[config.mk]
export PLATFORM = sky130hd
export DESIGN_NAME = m_addr_counter
export DESIGN_NICKNAME = d
export VERILOG_FILES = /design/src/rtl/m_addr_counter.sv
export SDC_FILE = /design/constraint.sdc
export NUM_CORES = 1
export LEC_CHECK = 0
export CAP_MARGIN = 20
export CORE_MARGIN = 2
export CORE_UTILIZATION = 53
export DETAILED_ROUTE_END_ITERATION = 12
export PLACE_DENSITY = 0.81
export SYNTH_ARGS = -nofsm -noshare
export SYNTH_HDL_FRONTEND = slang
export SYNTH_SLANG_ARGS = --single-unit
[constraint.sdc]
create_clock -name CLK -period 2.63 [get_ports CLK]
set_input_delay 0.6575 -clock CLK [delete_from_list [all_inputs] [get_ports CLK]]
set_output_delay 0.6575 -clock CLK [all_outputs]
set_load 0.01 [all_outputs]
[src/rtl/m_addr_counter.sv]
// Loadable up/down address counter with IDLE/RUN/HALT sequencing; all outputs registered, 1-cycle latency, no backpressure.
// Define COUNTER_AUTORELOAD_EN to reload BASE on terminal count instead of halting.
module m_addr_counter #(
  parameter int WIDTH = 16
) (
  input  logic             CLK,
  input  logic             RESETL,
  input  logic [WIDTH-1:0] D,
  input  logic             LOAD,
  input  logic             RELOAD,
  input  logic             BASE_WR,
  input  logic             START,
  input  logic             STOP,
  input  logic             EN,
  input  logic             DIR,
  output logic [WIDTH-1:0] Q,
  output logic             BUSY,
  output logic             HALTED,
  output logic             TC
);

  typedef enum logic [1:0] {
    S_IDLE = 2'd0,
    S_RUN  = 2'd1,
    S_HALT = 2'd2
  } state_t;

  localparam logic [WIDTH-1:0] ONE = WIDTH'(1);

  state_t           r_state;
  logic [WIDTH-1:0] r_q;
  logic [WIDTH-1:0] r_base;
  logic             r_busy;
  logic             r_halted;
  logic             r_tc;

  logic             w_sel0;
  logic             w_sel1;
  logic             w_step;
  logic             w_term;
  logic [WIDTH-1:0] w_tv;
  logic [WIDTH-1:0] w_a;
  logic [WIDTH-1:0] w_q_nxt;
  state_t           w_state_nxt;

  assign w_sel0 = LOAD;
  assign w_sel1 = RELOAD & ~LOAD;
  assign w_step = (r_state == S_RUN) & EN & ~LOAD & ~RELOAD;
  assign w_tv   = DIR ? '0 : '1;
  assign w_term = w_step & (r_q == w_tv);

  // Count leg of the select: the terminal check suppresses the step, so counting never wraps.
  always_comb begin
    w_a = r_q;
    if (w_term) begin
`ifdef COUNTER_AUTORELOAD_EN
      w_a = r_base;
`else
      w_a = r_q;
`endif
    end else if (w_step) begin
      w_a = DIR ? (r_q - ONE) : (r_q + ONE);
    end
  end

  for (genvar i = 0; i < WIDTH; i++) begin : g_sel
    assign w_q_nxt[i] = w_sel0 ? D[i] : (w_sel1 ? r_base[i] : w_a[i]);
  end

  always_comb begin
    w_state_nxt = r_state;
    if (STOP) begin
      w_state_nxt = S_IDLE;
    end else if (LOAD && (r_state == S_HALT)) begin
      w_state_nxt = S_IDLE;
    end else if (START && (r_state == S_IDLE)) begin
      w_state_nxt = S_RUN;
    end else if (w_term) begin
`ifdef COUNTER_AUTORELOAD_EN
      w_state_nxt = S_RUN;
`else
      w_state_nxt = S_HALT;
`endif
    end
  end

  always_ff @(posedge CLK or negedge RESETL) begin
    if (!RESETL) begin
      r_state  <= S_IDLE;
      r_q      <= '0;
      r_base   <= '0;
      r_busy   <= 1'b0;
      r_halted <= 1'b0;
      r_tc     <= 1'b0;
    end else begin
      r_state  <= w_state_nxt;
      r_q      <= w_q_nxt;
      r_busy   <= (w_state_nxt == S_RUN);
      r_halted <= (w_state_nxt == S_HALT);
      r_tc     <= w_term;
      // Reload above reads r_base before this write lands, so same-cycle reload sees the old base.
      if (BASE_WR) begin
        r_base <= D;
      end
    end
  end

  assign Q      = r_q;
  assign BUSY   = r_busy;
  assign HALTED = r_halted;
  assign TC     = r_tc;

endmodule
# == Word-level counts from Yosys, hierarchy flattened ==
# Index checks and enable logic that the tools add are counted.
# totals
regBits,37
inputBits,25
output_inout_bits,19
# op_classes
addsub,2
eq_ne,6
n_mux,40
bitwise,7
reduce_logical,5
# ops
cell,n
2-to-1 mux 16 bit,4
2-to-1 mux 1 bit,32
adder 16 x 1 -> 16 bit (second input constant),1
== test 16 bit,1
subtractor 16 x 1 -> 16 bit (second input constant),1
2-to-1 mux 2 bit,4
bitwise AND 1 bit,5
== test 2 x 1 -> 1 bit (second input constant),2
== test 2 bit (second input constant),2
!= test 3 bit (second input constant),1
nonzero test 3 bit,1
logical AND 1 bit,2
zero test 2 bit,1
NOT 1 bit,2
AND reduction 2 bit,1

# == Depth between registers and ports, before layout ==
# Gate-level depths: netlist (run 1).
# logic_depth
word_depth,10
mapped_depth,10
ltp_nobuf,8

# == Worst setup path before layout (run 1) ==
# Ideal clock, no wire load.
# synth_path
kind,input port to flip-flop
startpoint,in DIR
endpoint,"reg r_q[15], in the netlist Q[15]"
setup_ns,0.131
arrival_ns,2.478
t_required_ns,2.499
setup_slack_ns,0.020
cell_stages,8
path_buffers,0
cell_sequence,ha_1 -> a21oi_4 -> o22ai_1 -> or4_4 -> o21ai_2 -> xor2_1 -> nor3_1 -> or3b_1
# synth_via
elab_chain_len,5
elab_cells_between_ends,10
cone_classes,eq/ne: 2; mux: 6; bitwise: 1; reduce/logical: 1
# synth_lines
item,line,source
start: declaration,15,"input logic DIR,"
2-to-1 mux 16 bit (on tied branches),"49, 62",
== test 16 bit / 2-to-1 mux 16 bit (equally long branches),"50, 61",
bitwise AND 1 bit / 2-to-1 mux 16 bit (equally long branches),"50, 55",
!= test 3 bit (no line) / 2-to-1 mux 1 bit (equally long branches),-,
AND reduction 2 bit (no line) / 2-to-1 mux 1 bit (equally long branches),-,
end signal: assignment,97,r_q <= w_q_nxt;
end: declaration,31,logic [WIDTH-1:0] r_q;
# Parallel ways exist; a longest one is shown, timed or not. The select of a mux whose other input is x is not followed.
# A chain may end at the register's enable or synchronous reset.

# == Worst setup path in the final report (run 1) ==
# Ends and elaborated chain as after synthesis.

==> reports/metrics.csv, run 1 <==
metric,value,unit
status,"complete, no violations",
worstPathArrival,2.70,ns
rsz0062_at_grt,no,
ir_drop,0.377,mV
place_inst,390,
holdBufCountCts,0,
grt_overflow,0,
crit_family,simple AND/OR/NAND/NOR gates,
synth_cells,258,
first_pass_iters,4,
register_area,926,um2
drtAntennaViolNets,0,
cp_slowest_cell,or4_4,
grt_pass1_wl,11500,um
cp-end-kind,flop,
ys_types,46,
setup_viol,0,
worst_clock_skew,0.00686,ns
drive_above_1_share,0.307,
fin_nets,389,
whs,0.464,ns
grt_use_total,0.291,
cts.clk_slew.worst_paths,0.07,ns
power_density,571,mW/mm2
final_common_cell,buf_4,
cp_cell_sequence,"buf_2, buf_6, ha_4, a21oi_4, o22ai_2, or4_4, o21ai_2, xor2_1, nor3_1, or3b_1",
worst_pin_slew,0.850,ns
crit_type,input port to flop,
avgViaCountPerCell,5.98,
die_w,71.3,um
drc_errors,0,
hold_viol,0,
slowest_delay,0.52,ns
first_global_vias,2457,
ios,44,
path_buf_inv,2,
multiInputGateArea,0.00160,mm2
p_leak,0.00150,uW
gp_congestion,0.970,
startpoint_type,input port,
insertion_delay,0.30,ns
crit_required,2.81,ns
place_area,0.00321,mm2
layout_common_cells,"52 x buf_4, 41 x clkdlybuf4s50_1, 37 x dfrtp_1",
fin_crit,2.52,ns
portBuffers,43,
dp_hpwl,4650,um
syn_nets,298,
cts_max_path_buffers,2,
design.core.area,0.00435,mm2
maxCapViolations,0,
syn_area,0.00240,mm2
slew_viol_final,0,
final_cells,401,
clock_sink_count,37,
area_growth,48.3,%
max_freq,396,MHz
path_max_fanout,5,
initial_core_util,0.552,
grt_start_max_net_pins,38,
vias,2396,
num_antenna_cells,0,
min_period_over_period,0.959,
clockRootBuffer,clkbuf_8,
first_iter_violations,205,
cts_tree,yes,
die_h,71.3,um
ys_ff_latch,37,
cts_made_buffers,5,
post-route-cell-area,0.00356,mm2
avgSynthCellArea,9.32,um2
ys_seq_area_frac,0.385,
routed_wirelength,7150,um
fp-row-count,24,
synth_warnings,0,
antenna_found_initial,0,
fillerInstances,271,
cts-htree-levels,2,
dieArea,0.00509,mm2
drt-wirelength-per-cell,17.8,um
relSlewSlack,0.433,
hp-class,input port to async pin,
[registers in the layout, summed over array words and instances (netlist names)]
signal,cells
BUSY,1
HALTED,1
Q,16
TC,1
r_base,16
r_state,2
[worst paths after layout]
| kind | slack, ns | end | depth (start not counted) | from |
|---|---|---|---|---|
| worst max-delay path | 0.11 | Q[15]$_DFFE_PN0P_ | 10 | DIR |
| worst min-delay path | 0.46 | r_base[12]$_DFFE_PN0P_ | 1 | RESETL |
| worst max register to register | 0.27 | Q[15]$_DFFE_PN0P_ | 8 | Q[8]$_DFFE_PN0P_ |
| worst min register to register | 0.51 | r_base[4]$_DFFE_PN0P_ | 1 | r_base[4]$_DFFE_PN0P_ |
| max in group asynchronous | 1.63 | Q[2]$_DFFE_PN0P_ | 1 | RESETL |
| min in group CLK | 0.51 | r_base[4]$_DFFE_PN0P_ | 1 | r_base[4]$_DFFE_PN0P_ |
[routing by layer]
layer,part of all wire,global-route usage,routed length [um]
met1,0.42,0.365,3000
met2,0.48,0.475,3400
met3,0.064,0.0549,457
met4,0.040,0.155,288
met5,0,0,0
[area by class of cell]
class	instances	share of cell area
Clock buffer	7	0.0242
Inverter	8	0.00843
Multi-Input combinational cell	199	0.450
Sequential cell	37	0.260
Tap cell	52	0.0183
Timing Repair Buffer	98	0.239
[worst register-to-register path: cells and delay by family (launching register included)]
family / cells / cell delay, ns
AND/OR/NAND/NOR: 3 / 0.93
flip-flops: 1 / 0.43
AO/OA/AOI/OAI: 3 / 0.40
adder cells (fa/ha/maj): 1 / 0.28
XOR/XNOR: 1 / 0.20
[power by group]
part | internal, uW | leakage [uW] | total (uW) | switching [uW]
logic | 504 | 0.00101 | 925 | 421
clock network | 208 | 0.0000443 | 411 | 203
registers | 631 | 0.000442 | 700 | 68.8
total | 1340 | 0.00150 | 2040 | 694
[Yosys cell counts, drive strengths merged]
cell | count | area share
clkbuf | 8 | 0.012
nor2 | 17 | 0.027
nor3 | 6 | 0.012
and2b | 1 | 0.0031
or3 | 2 | 0.0052
nand3 | 3 | 0.0062
o311ai | 1 | 0.0036
ha | 14 | 0.073
xor2 | 5 | 0.018
a21o | 5 | 0.016
nor3b | 2 | 0.0062
mux2i | 6 | 0.025
nand2 | 25 | 0.039
and2 | 2 | 0.0052
nand3b | 2 | 0.0062
mux2 | 15 | 0.070
or4 | 1 | 0.0047
dfrtp | 37 | 0.39
a22oi | 3 | 0.0094
buf | 6 | 0.017
fa | 1 | 0.0083
a211oi | 5 | 0.016
a21boi | 1 | 0.0031
a22o | 2 | 0.0073
nor2b | 1 | 0.0026
o41ai | 1 | 0.0036
o21a | 1 | 0.0031
inv | 8 | 0.012
nand2b | 1 | 0.0026
xnor2 | 9 | 0.033
o22ai | 6 | 0.016
o211ai | 4 | 0.012
o21ai | 19 | 0.041
a21oi | 28 | 0.065
or3b | 1 | 0.0036
a31oi | 2 | 0.0052
a221oi | 2 | 0.0073
a31o | 1 | 0.0036
nand4 | 4 | 0.010
[through the flow]
stage          TNS, ns  utilization  total power, uW  setup slack, ns
2_1_floorplan        0            -             1110           0.0201
3_3_place_gp     -8.21        0.736             1460           -0.574
3_5_place_dp    -10.31        0.736             1480           -0.651
4_1_cts              0        0.808             1980           0.0402
5_1_grt              0        0.818             2130           0.0297
6_report             0        0.818             2040            0.107
[what timing repair did]
item	in CTS	in global routing
cloned	1	0
resized for setup	31	10
pin swaps	11	11
setup buffers	1	2
setup endpoints to repair	19	8
[cells by family after synthesis]
kind of cell,share of synthesized area
adders and majority gates,0.0812
AOI/OAI and AO/OA,0.211
buffers and inverters,0.0416
muxes,0.0953
DFF,0.385
xor gates and xnor gates,0.0510
and+or+nand+nor,0.134
Note: power is estimated with default switching activity, not from simulation.
==> run 2, diff against run 1 <==
- GPL_ROUTABILITY_DRIVEN: not set -> 0
- clock period: 2.63 -> 2.6 ns (I/O delays scaled with it)
==> run 2 against run 1 <==
Net effect: the run now ends with setup timing left; largest cell class unchanged; utilization fell by 1.1 points; global-route usage up 0.43 points; combinational power up 2.5%; clock skew grew 0.0076 ns; final area is 1.3% lower; worst setup slack got worse by 0.12 ns; sequential cell count unchanged; clock-buffer cell count is the same; non-clock buffer count down 2; sequential power is 1% higher; critical path type unchanged; final cell count down 0.25%; register-to-register slack worse by 0.07 ns.
==> reports/metrics.csv, run 2 (synthesized netlist as in run 1, its figures left out) <==
metric,value,unit
status,"finished, violations left",
violations,setup timing,
die_h,71.3,um
first_pass_iters,5,
comb_power_share,0.447,
crit_type,input port to flop,
drt-wirelength-per-cell,19.3,um
startpoint_type,input port,
cts-htree-levels,2,
crit_path_frequent_cell,buf_6,
clockRootBuffer,clkbuf_8,
fp-row-count,24,
path_max_fanout,9,
ios,44,
fin_nets,387,
clock_sink_count,37,
vias,2453,
fin_ws,-0.0156,ns
cp-end-kind,flop,
final_common_cell,buf_4,
total_power,2120,uW
num_antenna_cells,0,
die_w,71.3,um
insertion_delay,0.30,ns
seqPwrFrac,0.333,
multiInputGateArea,0.00155,mm2
cp_slowest_cell,ha_2,
grt_use_total,0.295,
final_cells,400,
register_area,926,um2
cts_made_buffers,5,
final_core_util,0.808,
design.core.area,0.00435,mm2
p_leak,0.00151,uW
place_inst,387,
cts_max_path_buffers,2,
drtAntennaViolNets,0,
avgViaCountPerCell,6.13,
timing.rr.start,Q[10]$_DFFE_PN0P_,
cp_cell_sequence,"buf_2, buf_6, buf_6, ha_2, nand2_1, o21ai_2, a21o_1, a21oi_2, o311ai_1, xnor2_1, a211oi_1",
grt_pass1_wl,11600,um
internal_power,1380,uW
dp_hpwl,4520,um
grt_start_max_net_pins,38,
dieArea,0.00509,mm2
rsz0062_at_grt,yes,
ir_drop,0.466,mV
grt_overflow,0,
initial_core_util,0.552,
min_period_over_period,1.01,
path_buf_inv,3,
routed_wirelength,7740,um
timing.rr.end,Q[15]$_DFFE_PN0P_,
cts.clk_slew.worst_paths,0.09,ns
fillerInstances,262,
slowest_delay,0.39,ns
max_freq,382,MHz
maxCapViolations,0,
area_growth,46.3,%
slew_viol_final,0,
first_iter_violations,157,
setup_viol,1,
clockPowerShare,0.219,
portBuffers,43,
crit_required,2.81,ns
worstPathArrival,2.83,ns
relSlewSlack,0.431,
fin_crit,2.62,ns
worst_clock_skew,0.0144,ns
crit_family,compound AO/OA/AOI/OAI gates,
worst_pin_slew,0.853,ns
r2r_cells,8,
drc_errors,0,
sw_frac_of_total,0.350,
rrSetupSlack,0.20,ns
hp-class,input port to async pin,
antenna_found_initial,0,
power.switching,742,uW
layout_common_cells,"49 x buf_4, 41 x clkdlybuf4s50_1, 37 x dfrtp_1",
hold_viol,0,
power_density,603,mW/mm2
drive_above_1_share,0.307,
cts_tree,yes,
first_global_vias,2431,
==> run 2: changes by cell type in the layout (fill, tap and decap cells not counted), sizes merged <==
cell,delta
buf,-2
clkinv,+1
==> run 2: power groups by stage <==
stage	logic [uW]	registers [uW]	clock network [uW]
final	948	707	465
after global routing	1010	713	481
after CTS	864	700	460
after detailed placement	789	705	0
after global placement	767	702	0
after floorplan	418	709	0
==> run 2: layout make-up <==
class                      count  area share
multi-input combinational    199       0.441
sequential                    37       0.263
timing repair buffer          96       0.239
clock buffer                   7      0.0274
tap                           52      0.0185
inverter                       8     0.00854
clock inverter                 1     0.00142
==> run 2: what timing repair did <==
| item | CTS | global route |
|---|---|---|
| hold buffers | 0 | 0 |
| setup endpoints to repair | 16 | 7 |
| setup buffers | 3 | 1 |
| cloned | 1 | 0 |
| resized for setup | 23 | 12 |
| pin swaps | 9 | 9 |
==> run 2: routing by layer <==
layer / up-vias / track usage / wire length (um)
li1: 1116 / - / -
met1: 1167 / 0.371 / 3130
met2: 135 / 0.485 / 3730
met3: 35 / 0.0605 / 511
met4: 0 / 0.145 / 359
met5: - / 0 / 0
==> run 2: worst max path at each step <==
stage               slack (ns)                 to  startpoint  depth (start not counted)
floorplan                0.008  Q[15]$_DFFE_PN0P_         DIR                          8
CTS                       0.03  Q[15]$_DFFE_PN0P_         DIR                         10
global placement         -0.59  Q[15]$_DFFE_PN0P_         DIR                         10
detailed placement       -0.65  Q[15]$_DFFE_PN0P_         DIR                         11
global route             -0.08  Q[14]$_DFFE_PN0P_         DIR                         11
finish                   -0.02  Q[14]$_DFFE_PN0P_         DIR                         11
==> run 2: worst reg2reg max path: stages (launching register included) <==
cell and delay [ns]:
dfrtp_1 0.46, ha_4 0.30, nand4_1 0.15, o22ai_2 0.09, or4_4 0.51, o21ai_2 0.13
xor2_1 0.20, nor3_1 0.07, or3b_1 0.36
==> run 2: stage by stage <==
stage	setup slack, ns	TNS [ns]	hold WS, ns	area, um2
2_1_floorplan	0.00771	0	0.354	2420
3_3_place_gp	-0.593	-8.59	0.490	3210
3_5_place_dp	-0.654	-8.89	0.495	3210
4_1_cts	0.0270	0	0.488	3440
5_1_grt	-0.0778	-0.175	0.524	3520
6_report	-0.0156	-0.0156	0.448	3520
